**config.mk**
```make
export PLATFORM = sky130hd
export DESIGN_NAME = count_cmd_scheduler_flat
export DESIGN_NICKNAME = d
export VERILOG_FILES = /design/src/rtl/count_cmd_scheduler_pkg.sv /design/src/rtl/count_cmd_scheduler_if.sv /design/src/rtl/count_cmd_scheduler_req_edge_capture.sv /design/src/rtl/count_cmd_scheduler.sv /design/src/flat_wrapper.sv
export SDC_FILE = /design/constraint.sdc
export NUM_CORES = 1
export LEC_CHECK = 0
export CAP_MARGIN = 10
export CORE_ASPECT_RATIO = 0.6
export CORE_MARGIN = 3
export CORE_UTILIZATION = 50
export DETAILED_ROUTE_END_ITERATION = 16
export GPL_ROUTABILITY_DRIVEN = 0
export PLACE_DENSITY = 0.8
export SLEW_MARGIN = 30
export SYNTH_ARGS = -nofsm -noshare
export SYNTH_HDL_FRONTEND = slang
export SYNTH_SLANG_ARGS = --single-unit
```
**constraint.sdc**
```tcl
create_clock -name clk -period 4.11 [get_ports clk]
set_input_delay 0.822 -clock clk [delete_from_list [all_inputs] [get_ports clk]]
set_output_delay 0.822 -clock clk [all_outputs]
set_load 0.01 [all_outputs]
```
**src/rtl/count_cmd_scheduler_pkg.sv**
```systemverilog
`default_nettype none
// ============================================================================
// Module  : count_ctrl_pkg
// Brief   : Shared types, constants and arbitration helper for the count
//           command scheduler.
// Rev     : 1.0  initial release
// ============================================================================
package count_ctrl_pkg;

    localparam int NUM_REQ = 4;

    typedef enum logic [1:0] {
        OP_INC = 2'b00,
        OP_DEC = 2'b01,
        OP_ADD = 2'b10,
        OP_SUB = 2'b11
    } op_e;

    typedef enum logic [0:0] {
        S_IDLE  = 1'b0,
        S_ISSUE = 1'b1
    } state_e;

    // Returns the first pending requester found scanning upward from start (mod 4).
    // Descending loop: the last hit written is the one closest to start.
    function automatic logic [1:0] pick_winner(input logic [NUM_REQ-1:0] pend,
                                               input logic [1:0]         start);
        logic [1:0] idx;
        logic [1:0] win;
        win = 2'd0;
        for (int k = NUM_REQ - 1; k >= 0; k--) begin
            idx = start + 2'(k);
            if (pend[idx]) begin
                win = idx;
            end
        end
        return win;
    endfunction

endpackage
`default_nettype wire

```
**src/rtl/count_cmd_scheduler_if.sv**
```systemverilog
`default_nettype none
// ============================================================================
// Module  : count_cmd_scheduler_if
// Brief   : Valid/ready command channel from the scheduler to the counter
//           datapath.
// Rev     : 1.0  initial release
// ============================================================================
interface count_cmd_scheduler_if
    import count_ctrl_pkg::*;
    #(parameter int WIDTH = 16);

    logic             op_valid;
    op_e              op_code;
    logic [WIDTH-1:0] op_operand;
    logic             op_ready;

    modport master (output op_valid, output op_code, output op_operand, input  op_ready);
    modport slave  (input  op_valid, input  op_code, input  op_operand, output op_ready);

endinterface
`default_nettype wire

```
**src/rtl/count_cmd_scheduler_req_edge_capture.sv**
```systemverilog
`default_nettype none
// ============================================================================
// Module  : req_edge_capture
// Brief   : Per-requester rising-edge detect, pending flag, operand capture
//           and drop pulse (first press wins while pending).
// Rev     : 1.0  initial release
// ============================================================================
module req_edge_capture #(
    parameter int WIDTH   = 16,
    parameter bit CAPTURE = 1'b0
) (
    input  wire logic             clk,
    input  wire logic             rst_n,
    input  wire logic             req,
    input  wire logic [WIDTH-1:0] sw,
    input  wire logic             clear,
    output logic                  pending,
    output logic [WIDTH-1:0]      opnd,
    output logic                  drop
);

    logic             r_req_d;
    logic             r_pending;
    logic [WIDTH-1:0] r_opnd;
    logic             w_rise;
    logic             w_take;

    assign w_rise = req & ~r_req_d;
    // A rise coinciding with the grant's accept re-arms instead of dropping.
    assign w_take = w_rise & (~r_pending | clear);
    assign drop   = w_rise & r_pending & ~clear;

    always_ff @(posedge clk) begin
        if (!rst_n) begin
            r_req_d   <= 1'b0;
            r_pending <= 1'b0;
            r_opnd    <= '0;
        end else begin
            r_req_d <= req;
            if (w_rise) begin
                r_pending <= 1'b1;
            end else if (clear) begin
                r_pending <= 1'b0;
            end
            if (CAPTURE && w_take) begin
                r_opnd <= sw;
            end
        end
    end

    assign pending = r_pending;
    assign opnd    = r_opnd;

endmodule
`default_nettype wire

```
**src/rtl/count_cmd_scheduler.sv**
```systemverilog
`default_nettype none
// ============================================================================
// Module  : count_cmd_scheduler
// Brief   : Latches button commands and issues them one at a time to the
//           counter datapath over a valid/ready channel.
// Options : ROUND_ROBIN_EN - rotating-priority arbitration (default: fixed
//           priority INC > DEC > ADD > SUB)
// Rev     : 1.0  initial release
// ============================================================================
module count_cmd_scheduler
    import count_ctrl_pkg::*;
#(
    parameter int WIDTH  = 16,
    parameter int DROP_W = 8
) (
    input  wire logic               clk,
    input  wire logic               rst_n,
    input  wire logic [NUM_REQ-1:0] req,
    input  wire logic [WIDTH-1:0]   sw,
    count_cmd_scheduler_if.master   op,
    output logic                    busy,
    output logic [NUM_REQ-1:0]      pending,
    output logic [DROP_W-1:0]       drop_count
);

    localparam int c_SUM_W  = $clog2(NUM_REQ + 1);
    localparam int c_DROP_X = DROP_W + 1;

    logic [NUM_REQ-1:0] w_pending;
    logic [NUM_REQ-1:0] w_drop;
    logic [NUM_REQ-1:0] w_clear;
    logic [WIDTH-1:0]   w_opnd [NUM_REQ];
    logic               w_accept;
    logic [1:0]         w_start;
    logic [1:0]         w_winner;
    logic [WIDTH-1:0]   w_issue_operand;
    logic [c_SUM_W-1:0] w_drop_sum;
    logic [DROP_W:0]    w_drop_ext;

    state_e             r_state;
    logic               r_valid;
    op_e                r_code;
    logic [1:0]         r_grant;
    logic [WIDTH-1:0]   r_operand;
    logic [DROP_W-1:0]  r_drop_count;

    generate
        for (genvar i = 0; i < NUM_REQ; i++) begin : g_req
            req_edge_capture #(
                .WIDTH   (WIDTH),
                .CAPTURE (i >= 2)
            ) u_cap (
                .clk     (clk),
                .rst_n   (rst_n),
                .req     (req[i]),
                .sw      (sw),
                .clear   (w_clear[i]),
                .pending (w_pending[i]),
                .opnd    (w_opnd[i]),
                .drop    (w_drop[i])
            );
        end
    endgenerate

    assign w_accept = (r_state == S_ISSUE) & r_valid & op.op_ready;

    always_comb begin
        w_clear = '0;
        if (w_accept) begin
            w_clear[r_grant] = 1'b1;
        end
    end

`ifdef ROUND_ROBIN_EN
    logic [1:0] r_rp;

    always_ff @(posedge clk) begin
        if (!rst_n) begin
            r_rp <= 2'd0;
        end else if (w_accept) begin
            r_rp <= r_grant + 2'd1;
        end
    end

    assign w_start = r_rp;
`else
    assign w_start = 2'd0;
`endif

    assign w_winner        = pick_winner(w_pending, w_start);
    assign w_issue_operand = (w_winner[1] == 1'b0) ? {{(WIDTH-1){1'b0}}, 1'b1}
                                                   : w_opnd[w_winner];

    always_ff @(posedge clk) begin
        if (!rst_n) begin
            r_state   <= S_IDLE;
            r_valid   <= 1'b0;
            r_code    <= OP_INC;
            r_grant   <= 2'd0;
            r_operand <= '0;
        end else begin
            case (r_state)
                S_IDLE: begin
                    if (|w_pending) begin
                        r_code    <= op_e'(w_winner);
                        r_grant   <= w_winner;
                        r_operand <= w_issue_operand;
                        r_valid   <= 1'b1;
                        r_state   <= S_ISSUE;
                    end else begin
                        r_valid <= 1'b0;
                    end
                end
                S_ISSUE: begin
                    if (op.op_ready) begin
                        r_valid <= 1'b0;
                        r_state <= S_IDLE;
                    end
                end
            endcase
        end
    end

    always_comb begin
        w_drop_sum = '0;
        for (int i = 0; i < NUM_REQ; i++) begin
            w_drop_sum = w_drop_sum + c_SUM_W'(w_drop[i]);
        end
    end

    // Extra MSB detects overflow so the count can saturate at all-ones.
    assign w_drop_ext = {1'b0, r_drop_count} + c_DROP_X'(w_drop_sum);

    always_ff @(posedge clk) begin
        if (!rst_n) begin
            r_drop_count <= '0;
        end else if (w_drop_ext[DROP_W]) begin
            r_drop_count <= '1;
        end else begin
            r_drop_count <= w_drop_ext[DROP_W-1:0];
        end
    end

    assign op.op_valid   = r_valid;
    assign op.op_code    = r_code;
    assign op.op_operand = r_operand;
    assign busy          = (r_state != S_IDLE) | (|w_pending);
    assign pending       = w_pending;
    assign drop_count    = r_drop_count;

endmodule
`default_nettype wire

```
**src/flat_wrapper.sv**
```systemverilog
// flat-port wrapper written by rule: the top's interface ports become plain ports
module count_cmd_scheduler_flat import count_ctrl_pkg::*;
#(
    parameter int WIDTH  = 16,
    parameter int DROP_W = 8
)
  (clk, rst_n, req, sw, busy, pending, drop_count, op_op_valid, op_op_code, op_op_operand, op_op_ready);
  count_cmd_scheduler_if #(.WIDTH(WIDTH)) op_i ();
  input  wire logic clk;
  input  wire logic rst_n;
  input  wire logic [NUM_REQ-1:0] req;
  input  wire logic [WIDTH-1:0] sw;
  output logic busy;
  output logic [NUM_REQ-1:0] pending;
  output logic [DROP_W-1:0] drop_count;
  output wire logic [$bits(op_i.op_valid)-1:0] op_op_valid;
  output wire logic [$bits(op_i.op_code)-1:0] op_op_code;
  output wire logic [$bits(op_i.op_operand)-1:0] op_op_operand;
  input wire logic [$bits(op_i.op_ready)-1:0] op_op_ready;
  assign op_op_valid = op_i.op_valid;
  assign op_op_code = op_i.op_code;
  assign op_op_operand = op_i.op_operand;
  assign op_i.op_ready = op_op_ready;
  count_cmd_scheduler #(.WIDTH(WIDTH), .DROP_W(DROP_W)) u_core (.clk(clk), .rst_n(rst_n), .req(req), .sw(sw), .op(op_i), .busy(busy), .pending(pending), .drop_count(drop_count));
endmodule
```
==> summary.txt, run 1 <==
Status
  – Outcome: complete, no violations

Min path
  – Hold Path End: u_core.g_req[3].u_cap.opnd[8]
  – Worst Hold Depth: 2
  – Hold crit path type: reg2reg
  – HP Start: u_core.g_req[3].u_cap.opnd[8]

GRT
  – First-pass GRT wire length: 10900 um
  – Initial antenna violation count: 0
  – Gr usage total: 20.5%
  – Pin count of the biggest net entering global routing: 77
  – Vias in the first global route: 2244
  – Total gr overflow: 0

Power
  – P_leak: 1.34 nW
  – Internal power: 0.00115 W
  – Switch share: 24.9%
  – Share of power burned in registers: 47.6%
  – Clock share of power: 39.2%
  – VDD IR max: 0.216 mV
  – Power Dens Cells: 421 nW/um^2
  – P_sw: 0.000379 W
  – Combinational power share: 13.2%

Logic synthesis
  – YS warnings: 0
  – Synthesized area: 2890 sq um
  – Seq/Total Area, Yosys: 47.0%
  – FF+latch count, synth: 68
  – Syn_nets: 340
  – Ys flop type: dfxtp_1
  – Asr flop ratio synth: 0%
  – Syn Area/Cell: 9.34 sq um
  – EDFF count, synth: 0
  – Synth Instances: 310
  – Netlist cell types: 41

Job
  – Max-Cap Viols: 0

Detailed routing
  – WL per Instance: 15.3 um
  – Drt first-iter violations: 115
  – Drt total wl: 6640 um
  – Router iterations before antenna repair: 5
  – Vias/cell: 5.43
  – DRC violations left: 0
  – Via count: 2360
  – Detail Route Antenna Nets: 0

Critical path
  – Internal reg-to-reg setup slack: 830 ps
  – R2r worst-path depth: 12
  – Crit Reg-Reg Endpoint: u_core.drop_count[6]
  – Critical Setup Path Class: in2reg
  – CP Capture Type: flip-flop
  – Worst Path Required: 4330 ps
  – Worst endpoint data arrival time: 4000 ps
  – Worst Path Max Fanout: 4
  – RR Startpoint: u_core.r_state
  – Worst Setup Start Kind: input pin

STA
  – Crit path time final: 3790 ps
  – Count of final hold-check violations: 0
  – Fmax: 264 MHz
  – Period utilization: 92.1%
  – Slew margin rel.: 39.1%
  – Setup violators final: 0
  – Final hold slack: 459 ps
  – Slew Viols, Final: 0
  – Unrepaired setup endpoints after global routing: no
  – Accumulated negative setup slack: 0 ps
  – Worst-margin pin slew: 912 ps
  – Final Skew: 11.9 ps

Clocking
  – Clk sinks: 68
  – Max clock buf depth: 2
  – Resized Gates After CTS: 0
  – CTS H-Tree Depth: 3
  – CTS Buf Count: 9
  – CTS tree: yes
  – Clock slew at reported path FFs: 70 ps
  – Number of setup buffers added after CTS: 0
  – Root Driver: clkbuf_8
  – Hold-fix buffers, CTS: 0
  – Clk_lat worst skew: 340 ps

Floorplan
  – Die area: 6770 sq um
  – Core area: 5330 sq um
  – Die Width: 104 um
  – # rows: 20
  – Die Y: 64.9 um
  – Initial core utilization: 54.3%
  – Io pins: 55

Place
  – DP Cell Count: 419
  – HPWL Detailed: 4520 um
  – Port Buffers: 54

Layout
  – Seq. cell area: 1360 sq um
  – Fillcell total: 448
  – Post-route non-filler standard cell count: 435
  – Area growth syn-to-layout: 25.2%
  – Nets: 383
  – Footprint of the multi-input gates: 1370 sq um
  – Ant. Diodes: 0
  – Ratio of cells with drive above 1 in the final layout: 10.1%
==> area by class of cell <==
class | instances | area share [%]
clock buffers | 11 | 3.90
clock inverters | 5 | 2.07
inverters | 8 | 0.828
multi-input cells | 210 | 37.8
flip-flops and latches | 68 | 37.6
well taps | 77 | 2.66
repair buffers | 56 | 15.2
==> flip-flops by register name (all words and copies together) (netlist names) <==
| signal | count |
|---|---|
| u_core.r_state | 1 |
| u_core.op.op_valid | 1 |
| u_core.op.op_operand | 16 |
| u_core.g_req.u_cap.r_req_d | 4 |
| u_core.op.op_code | 2 |
| u_core.g_req.u_cap.opnd | 32 |
| u_core.g_req.u_cap.pending | 4 |
| u_core.drop_count | 8 |
==> synthesized netlist by cell type (all sizes together), types with 2 or more instances <==
cell / number / share of area (%)
a21oi: 15 / 3.0
and2: 5 / 1.1
and4: 3 / 0.91
buf: 13 / 3.5
clkbuf: 11 / 1.4
dfxtp: 68 / 47
fa: 2 / 1.4
ha: 5 / 2.2
inv: 8 / 1.0
mux2i: 16 / 5.5
nand2: 36 / 4.7
nand2b: 7 / 1.5
nand3: 34 / 5.9
nor2: 11 / 1.4
nor3: 3 / 0.52
o21a: 4 / 1.0
o21ai: 38 / 6.6
o2bb2ai: 15 / 6.7
or3: 3 / 0.86
xor2: 2 / 0.61
==> logic make-up (layout without fill, tap and decap cells) <==
logic type	after synthesis	after routing	synth area share, %
compound gates	77	77	18.8
buf+inv	32	80	5.97
simple gates	107	107	18.2
fa+ha+maj	7	7	3.55
xor+xnor	3	3	0.908
mux	16	16	5.53
flops	68	68	47.0
==> per-layer routing <==
layer / wire length [um] / track usage, %
met5: 0 / 0
met4: 78 / 6.47
met3: 547 / 7.56
met2: 2980 / 32.5
met1: 3030 / 26.1
==> placed cells by master, fill, tap and decap left out, types with 2 or more instances in the layout <==
| master | count |
|---|---|
| nand2_1 | 36 |
| nand2b_1 | 7 |
| clkbuf_8 | 10 |
| o21a_1 | 4 |
| inv_1 | 7 |
| bufinv_16 | 2 |
| and2_1 | 5 |
| nand3_1 | 34 |
| xor2_1 | 2 |
| ha_1 | 5 |
| o2bb2ai_1 | 5 |
| nor3_1 | 3 |
| dfxtp_1 | 68 |
| mux2i_1 | 16 |
| and4_1 | 3 |
| fa_1 | 2 |
| o21ai_1 | 2 |
| clkdlybuf4s50_1 | 53 |
| nor2_1 | 10 |
| buf_4 | 2 |
| a21oi_1 | 14 |
| o21ai_0 | 36 |
| o2bb2ai_2 | 10 |
| clkinv_2 | 3 |
==> power by group through the flow <==
| stage | registers [W] | logic (W) | clock network (W) |
|---|---|---|---|
| 4_1_cts | 0.000725 | 0.000201 | 0.000610 |
| 3_3_place_gp | 0.000738 | 0.000195 | 0 |
| 5_1_grt | 0.000730 | 0.000223 | 0.000633 |
| 3_5_place_dp | 0.000740 | 0.000199 | 0 |
| 2_1_floorplan | 0.000736 | 0.000126 | 0 |
| 6_report | 0.000726 | 0.000201 | 0.000598 |
==> worst max path at each step <==
stage                     start              endpoint  depth (start not counted)
finish              op_op_ready  u_core.drop_count[6]                         13
global route        op_op_ready  u_core.drop_count[6]                         13
CTS                 op_op_ready  u_core.drop_count[6]                         13
detailed placement  op_op_ready  u_core.drop_count[6]                         13
global placement    op_op_ready  u_core.drop_count[6]                         13
floorplan           op_op_ready  u_core.drop_count[6]                         12
==> per-stage QoR <==
step | worst slack [ps] | total power, W | utilization [%] | cell area, sq um
6_report | 325 | 0.00153 | 68.0 | 3620
5_1_grt | 82.0 | 0.00159 | 68.0 | 3620
4_1_cts | 387 | 0.00154 | 68.0 | 3620
3_5_place_dp | 57.0 | 0.000939 | 63.9 | 3410
3_3_place_gp | 244 | 0.000932 | 63.9 | 3410
2_1_floorplan | 885 | 0.000862 | - | 2890
==> worst max-delay path, stage by stage <==
cell and delay (ps):
clkdlybuf4s50_1 530, nand4b_1 150, o21ai_0 310, nor2_1 110, ha_1 320, fa_1 400
ha_1 310, inv_1 60, fa_1 420, inv_1 90, a21oi_1 110, nor4b_1 290
nor3_1 90
Power figures use the tool's default switching activity.
==> run 2, diff against run 1 <==
Settings changed: CORE_MARGIN 3 to default.
==> run 2 against run 1 <==
Sequential power about the same; routed wire length decreased by 7.1%; clock skew decreased by 1.9 ps; utilization decreased by 2.6 points; critical path type unchanged; largest power group unchanged; highest routed layer unchanged.
==> summary.txt, run 2 (synthesized netlist as in run 1, its figures left out) <==
Critical path
  – Worst Setup Start Kind: input pin (unchanged)
  – Worst Path Required: 4390 ps (was 4330 ps)
  – CP Capture Type: flip-flop (unchanged)
  – Worst Path Max Fanout: 4 (unchanged)
  – Worst endpoint data arrival time: 3960 ps (was 4000 ps)
  – Critical Setup Path Class: in2reg (unchanged)

Clocking
  – Resized Gates After CTS: 0 (unchanged)
  – CTS Buf Count: 9 (unchanged)
  – Root Driver: clkbuf_8 (unchanged)
  – Clk_lat worst skew: 340 ps (about the same)
  – Clock slew at reported path FFs: 70 ps (about the same)
  – Clk sinks: 68 (unchanged)
  – Number of setup buffers added after CTS: 0 (unchanged)
  – CTS H-Tree Depth: 3 (unchanged)
  – Max clock buf depth: 2 (unchanged)
  – Hold-fix buffers, CTS: 0 (unchanged)
  – CTS tree: yes (unchanged)

Power
  – P_leak: 1.35 nW (was 1.34 nW)
  – VDD IR max: 0.215 mV (was 0.216 mV)
  – Power Dens Cells: 420 nW/um^2 (was 421 nW/um^2)

Detailed routing
  – Drt total wl: 6170 um (was 6640 um)
  – Vias/cell: 5.29 (was 5.43)
  – WL per Instance: 14.0 um (was 15.3 um)
  – DRC violations left: 0 (unchanged)
  – Via count: 2321 (was 2360)
  – Router iterations before antenna repair: 4 (was 5)
  – Drt first-iter violations: 133 (was 115)
  – Detail Route Antenna Nets: 0 (unchanged)

Place
  – Pre-CTS setup slack: 95.2 ps (was 57.0 ps)
  – Port Buffers: 54 (unchanged)
  – HPWL Detailed: 4110 um (was 4520 um)

GRT
  – First-pass GRT wire length: 9990 um (was 10900 um)
  – Gr usage total: 21.8% (was 20.5%)
  – Initial antenna violation count: 0 (unchanged)
  – Vias in the first global route: 2153 (was 2244)
  – Total gr overflow: 0 (unchanged)
  – Pin count of the biggest net entering global routing: 77 (unchanged)

STA
  – Count of final hold-check violations: 0 (unchanged)
  – Worst-margin pin slew: 806 ps (was 912 ps)
  – Slew Viols, Final: 0 (unchanged)
  – Accumulated negative setup slack: 0 ps (unchanged)
  – Fmax: 272 MHz (was 264 MHz)
  – Final Worst Setup Slack: 437 ps (was 325 ps)
  – Crit path time final: 3670 ps (was 3790 ps)
  – Final Skew: 10.0 ps (was 11.9 ps)
  – Unrepaired setup endpoints after global routing: no (unchanged)
  – Slew margin rel.: 46.3% (was 39.1%)
  – Setup violators final: 0 (unchanged)
  – Period utilization: 89.4% (was 92.1%)

Layout
  – Fillcell total: 478 (was 448)
  – Most frequent cells in the layout: dfxtp_1 (68), clkdlybuf4s50_1 (53), o21ai_0 (36), nand2_1 (36), nand3_1 (34) (unchanged)
  – Nets: 384 (was 383)
  – Ant. Diodes: 0 (unchanged)
  – Ratio of cells with drive above 1 in the final layout: 10.3% (was 10.1%)
  – Max reg flops: 32 (unchanged)
  – Most common cell after layout, fill and taps aside: dfxtp_1 (unchanged)
  – Area growth syn-to-layout: 25.9% (was 25.2%)

Min path
  – Hold crit path type: reg2reg (unchanged)

Floorplan
  – # rows: 21 (was 20)
  – Die Width: 100 um (was 104 um)
  – Io pins: 55 (unchanged)
  – Die area: 6110 sq um (was 6770 sq um)
  – Core area: 5570 sq um (was 5330 sq um)
  – Die Y: 60.9 um (was 64.9 um)
  – Initial core utilization: 52.0% (was 54.3%)

Job
  – Max-Cap Viols: 0 (unchanged)

Status
  – Outcome: complete, no violations (unchanged)
-- run 2: path summary, 6_finish.rpt --
kind         cells past startpoint                       endpoint                          start  slack, ps
min                              2  u_core.g_req[2].u_cap.opnd[3]  u_core.g_req[2].u_cap.opnd[3]        460
max                             13           u_core.drop_count[2]                    op_op_ready        440
min reg2reg                      2  u_core.g_req[2].u_cap.opnd[3]  u_core.g_req[2].u_cap.opnd[3]        460
max reg2reg                     12           u_core.drop_count[2]                 u_core.r_state        950
-- run 2: layout make-up --
type                       instances  area (sq um)  share of cell area, %
clock buffer                      10           138                   3.78
clock inverter                     6          87.6                   2.40
inverter                           8          30.0                  0.824
multi-input combinational        210          1370                   37.5
sequential                        68          1360                   37.4
tap                               80           100                   2.75
timing repair buffer              57           558                   15.3
-- run 2: power breakdown --
part           leakage, nW  internal [W]  switching (W)
Sequential           0.556      0.000696      0.0000278
Combinational        0.681     0.0000955       0.000105
Clock                0.116      0.000358       0.000248
-- run 2: critical path, stage by stage --
cell and delay [ps]:
clkdlybuf4s50_1 520, nand4b_1 130, o21ai_0 220, nor2_1 80, ha_1 320, fa_1 560
ha_1 190, inv_1 60, fa_1 400, inv_1 90, a21oi_1 120, nor2_1 270
o21a_1 180
-- run 2: through the flow --
| step | total power [W] | std cells | hold WS [ps] | area, sq um | util [%] |
|---|---|---|---|---|---|
| floorplan | 0.000862 | 310 | 436 | 2890 | - |
| detailed placement | 0.000938 | 423 | 449 | 3420 | 61.3 |
| global placement | 0.000934 | 423 | 443 | 3420 | 61.3 |
| global route | 0.00160 | 439 | 476 | 3640 | 65.4 |
| finish | 0.00153 | 439 | 456 | 3640 | 65.4 |
| CTS | 0.00155 | 439 | 462 | 3640 | 65.4 |
-- run 2: per-layer routing --
metal	up-vias	GRT usage, %	routed length (um)
met5	-	0	0
met4	0	6.83	17
met3	2	7.14	379
met2	65	33.4	2660
met1	1082	29.5	3110
li1	1172	-	-
